**config.mk**
```make
export PLATFORM = sky130hd
export DESIGN_NAME = fetch_unit
export DESIGN_NICKNAME = d
export VERILOG_FILES = /design/src/rtl/fetch_unit.sv
export SDC_FILE = /design/constraint.sdc
export NUM_CORES = 1
export LEC_CHECK = 0
export ABC_AREA = 0
export CELL_PAD_IN_SITES_DETAIL_PLACEMENT = 2
export CELL_PAD_IN_SITES_GLOBAL_PLACEMENT = 2
export CORE_MARGIN = 2
export CORE_UTILIZATION = 40
export CTS_CLUSTER_SIZE = 12
export DETAILED_ROUTE_END_ITERATION = 8
export PLACE_DENSITY_LB_ADDON = 0.05
export SYNTH_ARGS = -nofsm -noshare
export SYNTH_HDL_FRONTEND = slang
export SYNTH_SLANG_ARGS = --single-unit
export TNS_END_PERCENT = 30
```
**constraint.sdc**
```tcl
create_clock -name clk -period 5.1 [get_ports clk]
set_clock_uncertainty 0.1 [all_clocks]
set_input_delay 0.765 -clock clk [delete_from_list [all_inputs] [get_ports clk]]
set_output_delay 0.765 -clock clk [all_outputs]
set_load 0.01 [all_outputs]
```
**src/rtl/fetch_unit.sv**
```systemverilog
`default_nettype none
// ============================================================================
//  Module   : fetch_unit
//  Purpose  : Instruction-fetch front end. Owns the architectural PC, issues
//             in-order word fetches, collects in-order responses into a fetch
//             queue and hands PC-tagged instructions to decode. Redirects flush
//             queued and in-flight fetches.
//  Revision : 1.0 - initial release
// ============================================================================
module fetch_unit #(
   parameter logic [31:0] RESET_PC = 32'h0000_0000,
   parameter int          DEPTH    = 4
) (
   input  logic        clk,
   input  logic        rst,
   output logic [31:0] pc,
   output logic [31:0] pc_plus4,
   input  logic [31:0] next_pc,
   input  logic        redirect,
   output logic        imem_req_valid,
   input  logic        imem_req_ready,
   output logic [31:0] imem_req_addr,
   input  logic        imem_rsp_valid,
   input  logic [31:0] imem_rsp_data,
   output logic        out_valid,
   input  logic        out_ready,
   output logic [31:0] out_pc,
   output logic [31:0] out_inst
);

   localparam int              AW   = $clog2(DEPTH);
   localparam int              PW   = AW + 1;
   localparam logic [PW-1:0]   FULL = PW'(DEPTH);
   localparam logic [PW-1:0]   ONE  = PW'(1);

   // Architectural PC and queue bookkeeping
   logic [31:0]      pc_q, pc_d;
   logic [PW-1:0]    head_q, head_d;
   logic [PW-1:0]    tail_q, tail_d;
   logic [PW-1:0]    fill_q, fill_d;
   logic [PW-1:0]    drop_q, drop_d;
   logic [DEPTH-1:0] filled_q, filled_d;

   // Entry payload storage (no reset needed: guarded by the filled flags)
   logic [31:0]      ent_pc_q   [DEPTH];
   logic [31:0]      ent_inst_q [DEPTH];

   logic [AW-1:0]    w_head_idx;
   logic [AW-1:0]    w_tail_idx;
   logic [AW-1:0]    w_fill_idx;
   logic [PW-1:0]    w_count;
   logic [PW-1:0]    w_unfilled;
   logic             w_out_valid;
   logic             w_pop;
   logic             w_req_valid;
   logic             w_push;
   logic             w_rsp_consume;
   logic             w_fill;
   logic             w_drop;
   logic             w_unused;

   assign w_head_idx  = head_q[AW-1:0];
   assign w_tail_idx  = tail_q[AW-1:0];
   assign w_fill_idx  = fill_q[AW-1:0];
   assign w_count     = tail_q - head_q;
   assign w_unfilled  = tail_q - fill_q;

   assign w_out_valid = filled_q[w_head_idx];
   assign w_pop       = w_out_valid & out_ready;

   // A pop frees a slot in the same cycle, so a full queue can still issue
   assign w_req_valid = !rst && !redirect && ((w_count != FULL) || w_pop);
   assign w_push      = w_req_valid & imem_req_ready;

   // Any response that matches an outstanding fetch (stale or live)
   assign w_rsp_consume = imem_rsp_valid && ((drop_q != '0) || (w_unfilled != '0));
   // Live responses land in the oldest unfilled entry; a redirect discards them
   assign w_fill      = !rst && !redirect && imem_rsp_valid &&
                        (drop_q == '0) && (w_unfilled != '0);
   assign w_drop      = imem_rsp_valid && (drop_q != '0);

   // Low PC bits of the redirect target are forced to zero
   assign w_unused    = ^next_pc[1:0];

   assign pc             = pc_q;
   assign pc_plus4       = pc_q + 32'd4;
   assign imem_req_valid = w_req_valid;
   assign imem_req_addr  = pc_q;
   assign out_valid      = w_out_valid;
   assign out_pc         = ent_pc_q[w_head_idx];
   assign out_inst       = ent_inst_q[w_head_idx];

   // Next-state computation for PC, pointers, drop counter and filled flags
   always_comb begin
      pc_d     = pc_q;
      head_d   = head_q;
      tail_d   = tail_q;
      fill_d   = fill_q;
      drop_d   = drop_q;
      filled_d = filled_q;
      if (redirect) begin
         pc_d     = {next_pc[31:2], 2'b00};
         head_d   = tail_q;
         fill_d   = tail_q;
         filled_d = '0;
         // Every unfilled entry is still owed a response that must be thrown
         // away; a response consumed this very cycle settles one of those debts
         drop_d   = drop_q + w_unfilled - (w_rsp_consume ? ONE : '0);
      end else begin
         if (w_push) begin
            pc_d                 = pc_q + 32'd4;
            tail_d               = tail_q + ONE;
            filled_d[w_tail_idx] = 1'b0;
         end
         if (w_pop) begin
            head_d               = head_q + ONE;
            filled_d[w_head_idx] = 1'b0;
         end
         if (w_fill) begin
            fill_d               = fill_q + ONE;
            filled_d[w_fill_idx] = 1'b1;
         end
         if (w_drop) begin
            drop_d = drop_q - ONE;
         end
      end
   end

   // Control state registers with synchronous reset
   always_ff @(posedge clk) begin
      if (rst) begin
         pc_q     <= RESET_PC;
         head_q   <= '0;
         tail_q   <= '0;
         fill_q   <= '0;
         drop_q   <= '0;
         filled_q <= '0;
      end else begin
         pc_q     <= pc_d;
         head_q   <= head_d;
         tail_q   <= tail_d;
         fill_q   <= fill_d;
         drop_q   <= drop_d;
         filled_q <= filled_d;
      end
   end

   // Entry payload writes: PC on reservation, instruction on fill
   always_ff @(posedge clk) begin
      if (w_push) begin
         ent_pc_q[w_tail_idx] <= pc_q;
      end
      if (w_fill) begin
         ent_inst_q[w_fill_idx] <= imem_rsp_data;
      end
   end

endmodule
`default_nettype wire

```
; ---- Word level (Yosys, flattened, before mapping)
; Memories as Yosys holds them, arrays and structs flattened. A register that Yosys moved wholly into a read port is not among the register bits.
; Cells that the tools add are included.
[totals]
ff_bits = 48
ramBits = 256
in_bits = 70
out_inout_bits = 162
elab_cells = 86
mem_count = 2
[classes]
addsub = 9
n_lt_le_gt_ge = 6
eq_ne = 1
muxes = 30
bitwise = 8
reduce_logical = 23
[memory_table]
columns = memory, depth, width, rd, rd_ports_with_merged_regs, write_ports, line
row1 = ent_inst_q, 4, 32, 1, 1, 1, 46  ; logic [31:0] ent_inst_q [DEPTH];
row2 = ent_pc_q, 4, 32, 1, 1, 1, 45  ; logic [31:0] ent_pc_q [DEPTH];
[op_table]
columns = op, n
row1 = 2-to-1 mux 32 bit, 2
row2 = "adder 32 x 3 -> 32 bit, second input constant", 1
row3 = 2-to-1 mux 4 bit, 5
row4 = 2-to-1 mux 3 bit, 6
row5 = logical AND 1 bit, 10
row6 = "adder 3 x 1 -> 3 bit, second input constant", 3
row7 = "less-than comparator 2 x 3 -> 1 bit, second input constant", 3
row8 = 2-to-1 mux 1 bit, 9
row9 = bitwise AND 4 bit, 2
row10 = 2-to-1 mux 2 bit, 4
row11 = inverter 4 bit, 2
row12 = nonzero test 2 bit, 4
row13 = demux 1 bit (select 2 bit), 3
row14 = "greater-or-equal comparator 2 x 1 -> 1 bit, second input constant", 3
row15 = nonzero test 3 bit, 2
row16 = subtractor 3 bit, 2
row17 = bitwise OR 4 bit, 1
row18 = adder 3 bit, 1
row19 = zero test 3 bit, 1
row20 = "!= test 3 bit, second input constant", 1
row21 = subtractor 3 x 1 -> 3 bit, 1
row22 = "subtractor 3 x 1 -> 3 bit, second input constant", 1
row23 = bitwise AND 1 bit, 2
row24 = binary-select mux 1 bit (select 2 bit), 1
row25 = other kinds (5), 7

; ---- Logic depth before layout (Yosys ltp)
; Gate-level depths: netlist of the first run.
[depth]
ltp_word = 13
mapped_depth = 14
depth_no_buf = 14

; ---- Worst setup path before layout of the first run
; Ideal clock, no wire load.
[synth_path]
path_kind = register to register
from = register tail_q[0]
to = register drop_q[2]
setup_time_ns = 0.086
t_arrival_ns = 2.947
required_time_ns = 4.914
path_slack_ns = 1.968
path_stages_with_launch = 15
n_path_buf = 0
period_less_slack_ns = 3.132
cell_sequence = dfxtp_1 > inv_1 > ha_1 > fa_1 > xor3_1 > o21ai_0 > nand2_1 > ha_1 > inv_1 > ha_1 > fa_1 > xnor2_1 > xnor2_1 > xnor2_1 > a211oi_1
[synth_via]
elab_chain_cells = 7
elab_cells_between_ends = 8
cone_classes = 3 x add/sub / 2 x mux / 3 x reduce/logical
[synth_lines]
columns = element, line
row1 = from (decl), 39  ; logic [PW-1:0] tail_q, tail_d;
row2 = from (signal assigned), 141  ; tail_q <= tail_d;
row3 = subtractor 3 bit (*), 66  ; assign w_unfilled = tail_q - fill_q;
row4 = "parallel branches: the longest is 4 deep, another holds adder 3 bit", n/a
row5 = subtractor 3 x 1 -> 3 bit (*), 108  ; drop_d = drop_q + w_unfilled - (w_rsp_consume ? ONE : '0);
row6 = 2-to-1 mux 3 bit (*), 101  ; if (redirect) begin
row7 = to (signal assigned), 143  ; drop_q <= drop_d;
row8 = to (decl), 41  ; logic [PW-1:0] drop_q, drop_d;
; Every way passes the cells marked *.
; A chain may end at the register's enable or synchronous reset.

; ---- Final worst setup path of the first run
[layout_path]
from = register pc_q[2], in the netlist imem_req_addr[2]
to = output port pc_plus4[22]
[layout_via]
elab_chain_cells = 1
[layout_lines]
columns = element, line
row1 = from (decl), 37  ; logic [31:0] pc_q, pc_d;
row2 = from (signal assigned), 139  ; pc_q <= pc_d;
row3 = adder 32 x 3 -> 32 bit, 86  ; assign pc_plus4 = pc_q + 32'd4;
row4 = to (decl), 17  ; output logic [31:0] pc_plus4,
; Every way passes these cells.

==> flow_metrics.py, run 1 <==
metrics = {
    "outcome": {
        "outcome": "completed",
    },
    "setup_path": {
        "worst_path_dominant_cell_family": "simple AND/OR/NAND/NOR gates",
        "worstSetupEndpointType": "output pin",
        "start_kind": "flip-flop",
        "path_max_fanout": 12,
        "cp_slowest_cell": "clkdlybuf4s50_1",
        "worst-setup-path-type": "flip-flop to output pin",
        "crit_top_cell": "and4_1",
        "worstPathArrival_ns": 3.66,
        "path_buf_inv": 1,
        "cp.required_ns": 4.24,
        "max_stage_delay_ns": 0.60,
        "path_cells": "ha_1 > and4_1 > and4_1 > nand2_1 > nor2_1 > xor2_1 > clkdlybuf4s50_1",
    },
    "clock_network": {
        "cts_buffers": 34,
        "htreeDepth": 2,
        "clock_latency_ns": 0.52,
        "tritoncts": "done",
        "cts_root_buffer": "clkbuf_16",
        "cts_setup_buffers": 0,
        "postCtsHoldBufs": 0,
        "cts-resized-gates": 0,
        "cts_sinks": 296,
        "clk_path_buf_depth": 3,
        "cts.clk_slew.worst_paths_ns": 0.06,
    },
    "route": {
        "drt_iter0_drc": 377,
        "wl_per_cell_um": 25.5,
        "final_antenna_net_count": 0,
        "vias": 7690,
        "vias_per_cell": 5.53,
        "drt-pass1-iter-count": 4,
        "remaining_drc_errors": 0,
        "routed_wl_um": 35500,
    },
    "final_layout": {
        "area_growth_pct": 28.1,
        "layout-drive-gt1-share": 0.145,
        "finalNetCount": 1061,
        "final_cells": 1391,
    },
    "power_and_ir_drop": {
        "p_sw_mw": 1.38,
        "p_int_mw": 4.46,
        "vdd_drop_max_mv": 0.283,
        "clkPwrFrac": 0.413,
        "p_per_area_nw_per_um2": 363,
        "p_comb_frac": 0.111,
        "power_leakage_nw": 5.29,
        "sw_frac_of_total": 0.236,
        "seq_power_share": 0.475,
    },
    "logic_synthesis": {
        "ys_warn_count": 0,
        "yosys.area.top_type": "edfxtp_1",
        "syn_avg_cell_area_um2": 16.2,
        "syn_area_um2": 12500,
        "synth-edff-count": 248,
        "synth_seq_cells": 296,
        "async_flop_share": 0,
        "yosysMostFrequentCell": "edfxtp_1",
        "synth_cell_type_count": 56,
        "synth_top_area_frac": 0.594,
        "synth_commonest_cells": "248 x edfxtp_1, 62 x mux4_2, 48 x dfxtp_1, 41 x nor2_1, 39 x buf_4",
        "synth_seq_area_share": 0.671,
        "synthTopCellsByArea": "edfxtp_1 59%, mux4_2 11%, dfxtp_1 7.7%",
        "synthFlopType": "edfxtp_1",
        "synth_cells": 772,
    },
    "hold_path": {
        "min_path_type": "flip-flop to flip-flop",
    },
    "place": {
        "dp_cells": 1328,
        "dp_hpwl_um": 23400,
        "place.gp.congestion": 0.749,
        "port_buffers": 221,
    },
    "timing": {
        "min_period_ns": 4.52,
        "relSlewSlack": 0.275,
        "drv_slew": 0,
        "tightest_slew_ns": 1.09,
        "rsz0062_at_grt": "no",
        "fin_tns_setup_ns": 0,
        "setup_viol": 0,
        "fin_crit_sh": 0.886,
        "fmax_mhz": 221,
        "hold_viol_final": 0,
    },
    "floorplan": {
        "core_um2": 30700,
        "die_area_um2": 32800,
        "chipHeight_um": 181,
        "rows": 64,
        "start_util": 0.408,
        "io_pins": 232,
        "die-width_um": 181,
    },
    "global_route": {
        "grt_start_max_net_pins": 63,
        "grt_pass1_wl_um": 54200,
        "grt.total_usage": 0.219,
        "antenna_found_initial": 3,
        "grt_overflow_total": 0,
        "grt_pass1_vias": 8610,
    },
    "job": {
        "cap_violations": 0,
    },
}
metal layers:
layer	global-route usage	vias up	part of all wire
li1	-	3374	-
met1	0.279	4045	0.42
met2	0.384	213	0.51
met3	0.0375	56	0.044
met4	0.0637	2	0.022
met5	0	-	0.00037
layout make-up:
type                    count  area [um^2]
inverters                  30          113
repair buffers            233         2320
multi-input cells         373         3600
fillers                  2806        14700
well taps                 396          495
diodes                      2         5.00
flip-flops and latches    296         8420
clock inverters            15          141
clock buffers              46          967
stage by stage:
stage	area (um^2)	power, mW	setup slack, ns	utilization	hold WS (ns)
after global placement	15000	3.42	1.22	0.486	0.374
after floorplan	12600	3.14	1.97	-	0.360
after global routing	16100	6.04	0.340	0.522	0.423
final	16100	5.83	0.579	0.522	0.409
after CTS	16100	5.90	0.527	0.522	0.410
after detailed placement	15000	3.48	1.15	0.486	0.396
power by group through the flow:
stage                     Combinational [mW]  Clock (mW)  Sequential [mW]
after global placement                 0.607           0             2.81
after global routing                   0.701        2.55             2.78
after CTS                              0.658        2.47             2.77
after floorplan                        0.348           0             2.79
final                                  0.649        2.41             2.77
after detailed placement               0.651           0             2.82
logic make-up (layout without fill, tap and decap cells):
group,count (synthesis),count (layout),synth area share
XOR/XNOR,39,39,0.0284
multiplexers,67,67,0.115
adder cells (fa/ha/maj),23,23,0.0241
buffers and inverters,110,324,0.0455
AND/OR/NAND/NOR,150,150,0.0649
other,1,10,0.000299
AO/OA/AOI/OAI,86,86,0.0507
flip-flops,296,296,0.671
cell usage in the layout (no fill, tap or decap), types with 21 or more instances in the layout:
master,n
xnor2_1,30
o21ai_0,21
mux4_2,62
dfxtp_1,46
clkbuf_16,35
nand2_1,21
clkdlybuf4s50_1,220
nor2_1,41
edfxtp_1,248
inv_1,29
ha_1,21
sequential cells by signal, indices dropped and copies added (netlist names), named ones only:
name           flops
drop_q             3
ent_inst_q       128
ent_pc_q         120
fill_q             3
filled_q           4
head_q             3
imem_req_addr     30
tail_q             3
path summary, 6_finish.rpt:
path / slack [ns] / from / to / depth (start not counted)
max: 0.58 / imem_req_addr[2] / pc_plus4[22] / 7
min: 0.41 / filled_q[3] / filled_q[3] / 1
max reg2reg: 1.36 / tail_q[0] / drop_q[2] / 14
min reg2reg: 0.41 / filled_q[3] / filled_q[3] / 1
(Power assumes the default switching activity.)
==> run 2: changes to the inputs <==
--- a/config.mk
+++ b/config.mk
@@ -10,6 +10,7 @@
 export CELL_PAD_IN_SITES_GLOBAL_PLACEMENT = 2
 export CORE_MARGIN = 2
 export CORE_UTILIZATION = 40
+export CTS_CLUSTER_DIAMETER = 60
 export CTS_CLUSTER_SIZE = 12
 export DETAILED_ROUTE_END_ITERATION = 8
 export PLACE_DENSITY_LB_ADDON = 0.05
==> run 2 against run 1 <==
Compared with the run above:
- register-to-register slack hardly changed
- first-iteration DRC count is 9.8% higher
- setup slack worse by 0.077 ns
- clock power is 15% lower
- total power is 6.3% lower
- combinational power hardly changed
- design area is 1.4% lower
- count of clock-buffer cells in the layout is 4 higher
- global-route usage is 0.20 points higher
==> flow_metrics.py, run 2 (synthesized netlist as in run 1, its figures left out) <==
metrics = {
    "route": {
        "drt-pass1-iter-count": 5,
        "final_antenna_net_count": 0,
        "vias": 7614,
        "vias_per_cell": 5.50,
        "routed_wl_um": 36100,
        "wl_per_cell_um": 26.1,
        "drt_iter0_drc": 414,
        "remaining_drc_errors": 0,
    },
    "floorplan": {
        "io_pins": 232,
        "chipHeight_um": 181,
        "die-width_um": 181,
        "rows": 64,
        "start_util": 0.408,
        "die_area_um2": 32800,
        "core_um2": 30700,
    },
    "clock_network": {
        "cts_root_buffer": "clkbuf_16",
        "cts-resized-gates": 0,
        "cts_setup_buffers": 0,
        "htreeDepth": 1,
        "tritoncts": "done",
        "clock_latency_ns": 0.57,
        "cts_sinks": 296,
        "postCtsHoldBufs": 0,
        "clk_path_buf_depth": 3,
        "cts.clk_slew.worst_paths_ns": 0.06,
        "cts_buffers": 30,
    },
    "final_layout": {
        "area_growth_pct": 26.3,
        "antennaDiodeCount": 0,
        "top_register": "ent_inst_q",
        "layout_commonest_cell": "edfxtp_1",
        "largest_register_ffs": 128,
        "layout.cells.most_common_list": "248 x edfxtp_1, 220 x clkdlybuf4s50_1, 62 x mux4_2, 46 x dfxtp_1, 41 x nor2_1",
        "layout-drive-gt1-share": 0.132,
        "final_cells": 1384,
        "fin_area_um2": 15800,
        "finalNetCount": 1057,
    },
    "power_and_ir_drop": {
        "p_sw_mw": 1.34,
        "p_int_mw": 4.13,
        "seq_power_share": 0.507,
        "p_per_area_nw_per_um2": 345,
        "vdd_drop_max_mv": 0.299,
        "sw_frac_of_total": 0.244,
        "clkPwrFrac": 0.374,
        "power_leakage_nw": 5.16,
        "p_comb_frac": 0.119,
    },
    "global_route": {
        "grt.total_usage": 0.221,
        "grt_pass1_wl_um": 54800,
        "grt_start_max_net_pins": 63,
        "grt_pass1_vias": 8598,
        "grt_overflow_total": 0,
        "antenna_found_initial": 1,
    },
    "timing": {
        "relSlewSlack": 0.298,
        "hold_viol_final": 0,
        "drv_slew": 0,
        "fin_tns_setup_ns": 0,
        "layout_setup_ws_ns": 0.503,
        "rsz0062_at_grt": "no",
        "tightest_slew_ns": 1.05,
        "fmax_mhz": 218,
        "setup_viol": 0,
        "fin_crit_sh": 0.901,
        "whs_ns": 0.409,
        "min_period_ns": 4.60,
    },
    "setup_path": {
        "endpoint": "pc_plus4[26]",
        "start_kind": "flip-flop",
        "worst-setup-path-type": "flip-flop to output pin",
        "r2r_start": "tail_q[0]",
        "worstPathArrival_ns": 3.73,
        "worstSetupEndpointType": "output pin",
        "reg2reg_depth": 14,
        "r2r_end": "drop_q[2]",
        "worst-r2r-setup-slack_ns": 1.36,
        "startpoint": "imem_req_addr[2]",
        "path_max_fanout": 12,
        "cp.required_ns": 4.24,
    },
    "place": {
        "placed_area_um2": 15000,
        "dp_cells": 1328,
        "port_buffers": 221,
        "place.gp.congestion": 0.749,
        "dp_hpwl_um": 23400,
        "pre_cts_slack_ns": 1.15,
    },
    "hold_path": {
        "min_path_type": "flip-flop to flip-flop",
        "min_from": "filled_q[3]",
    },
    "job": {
        "cap_violations": 0,
    },
    "outcome": {
        "outcome": "completed",
    },
}
## run 2: how the worst min path moves through the flow
stage / cells past startpoint / to
global route: 1 / filled_q[2]
global placement: 1 / filled_q[2]
finish: 1 / filled_q[3]
detailed placement: 1 / filled_q[3]
CTS: 1 / filled_q[2]
floorplan: 1 / filled_q[2]
## run 2: stage by stage
| step | power [mW] | utilization |
|---|---|---|
| after floorplan | 3.14 | - |
| after global placement | 3.42 | 0.486 |
| after detailed placement | 3.48 | 0.486 |
| after CTS | 5.53 | 0.515 |
| after global routing | 5.67 | 0.515 |
| final | 5.46 | 0.515 |
## run 2: power by group through the flow
stage / Clock (mW) / Sequential (mW) / Combinational [mW]
after detailed placement: 0 / 2.82 / 0.651
final: 2.04 / 2.77 / 0.651
after CTS: 2.09 / 2.77 / 0.659
after global placement: 0 / 2.81 / 0.607
after global routing: 2.19 / 2.78 / 0.701
after floorplan: 0 / 2.79 / 0.348
## run 2: cell type report
class / instances / area (um^2)
fill: 2826 / 14900
timing repair buffer: 233 / 2320
multi-input combinational: 373 / 3600
clock inverter: 6 / 62.6
clock buffer: 50 / 826
sequential: 296 / 8420
inverter: 30 / 113
tap: 396 / 495
## run 2: worst max-delay path: stages (launching register included)
cell and delay (ns):
dfxtp_1 0.55, ha_1 0.32, and4_1 0.40, and4_1 0.40
nand2_1 0.37, nor2_1 0.31, xor2_1 0.20, clkdlybuf4s50_1 0.62
## run 2: metal layers
layer  track usage  wire [um]
met1         0.279      14900
met2         0.399      18900
met3        0.0367       1760
met4        0.0491        546
met5             0         13
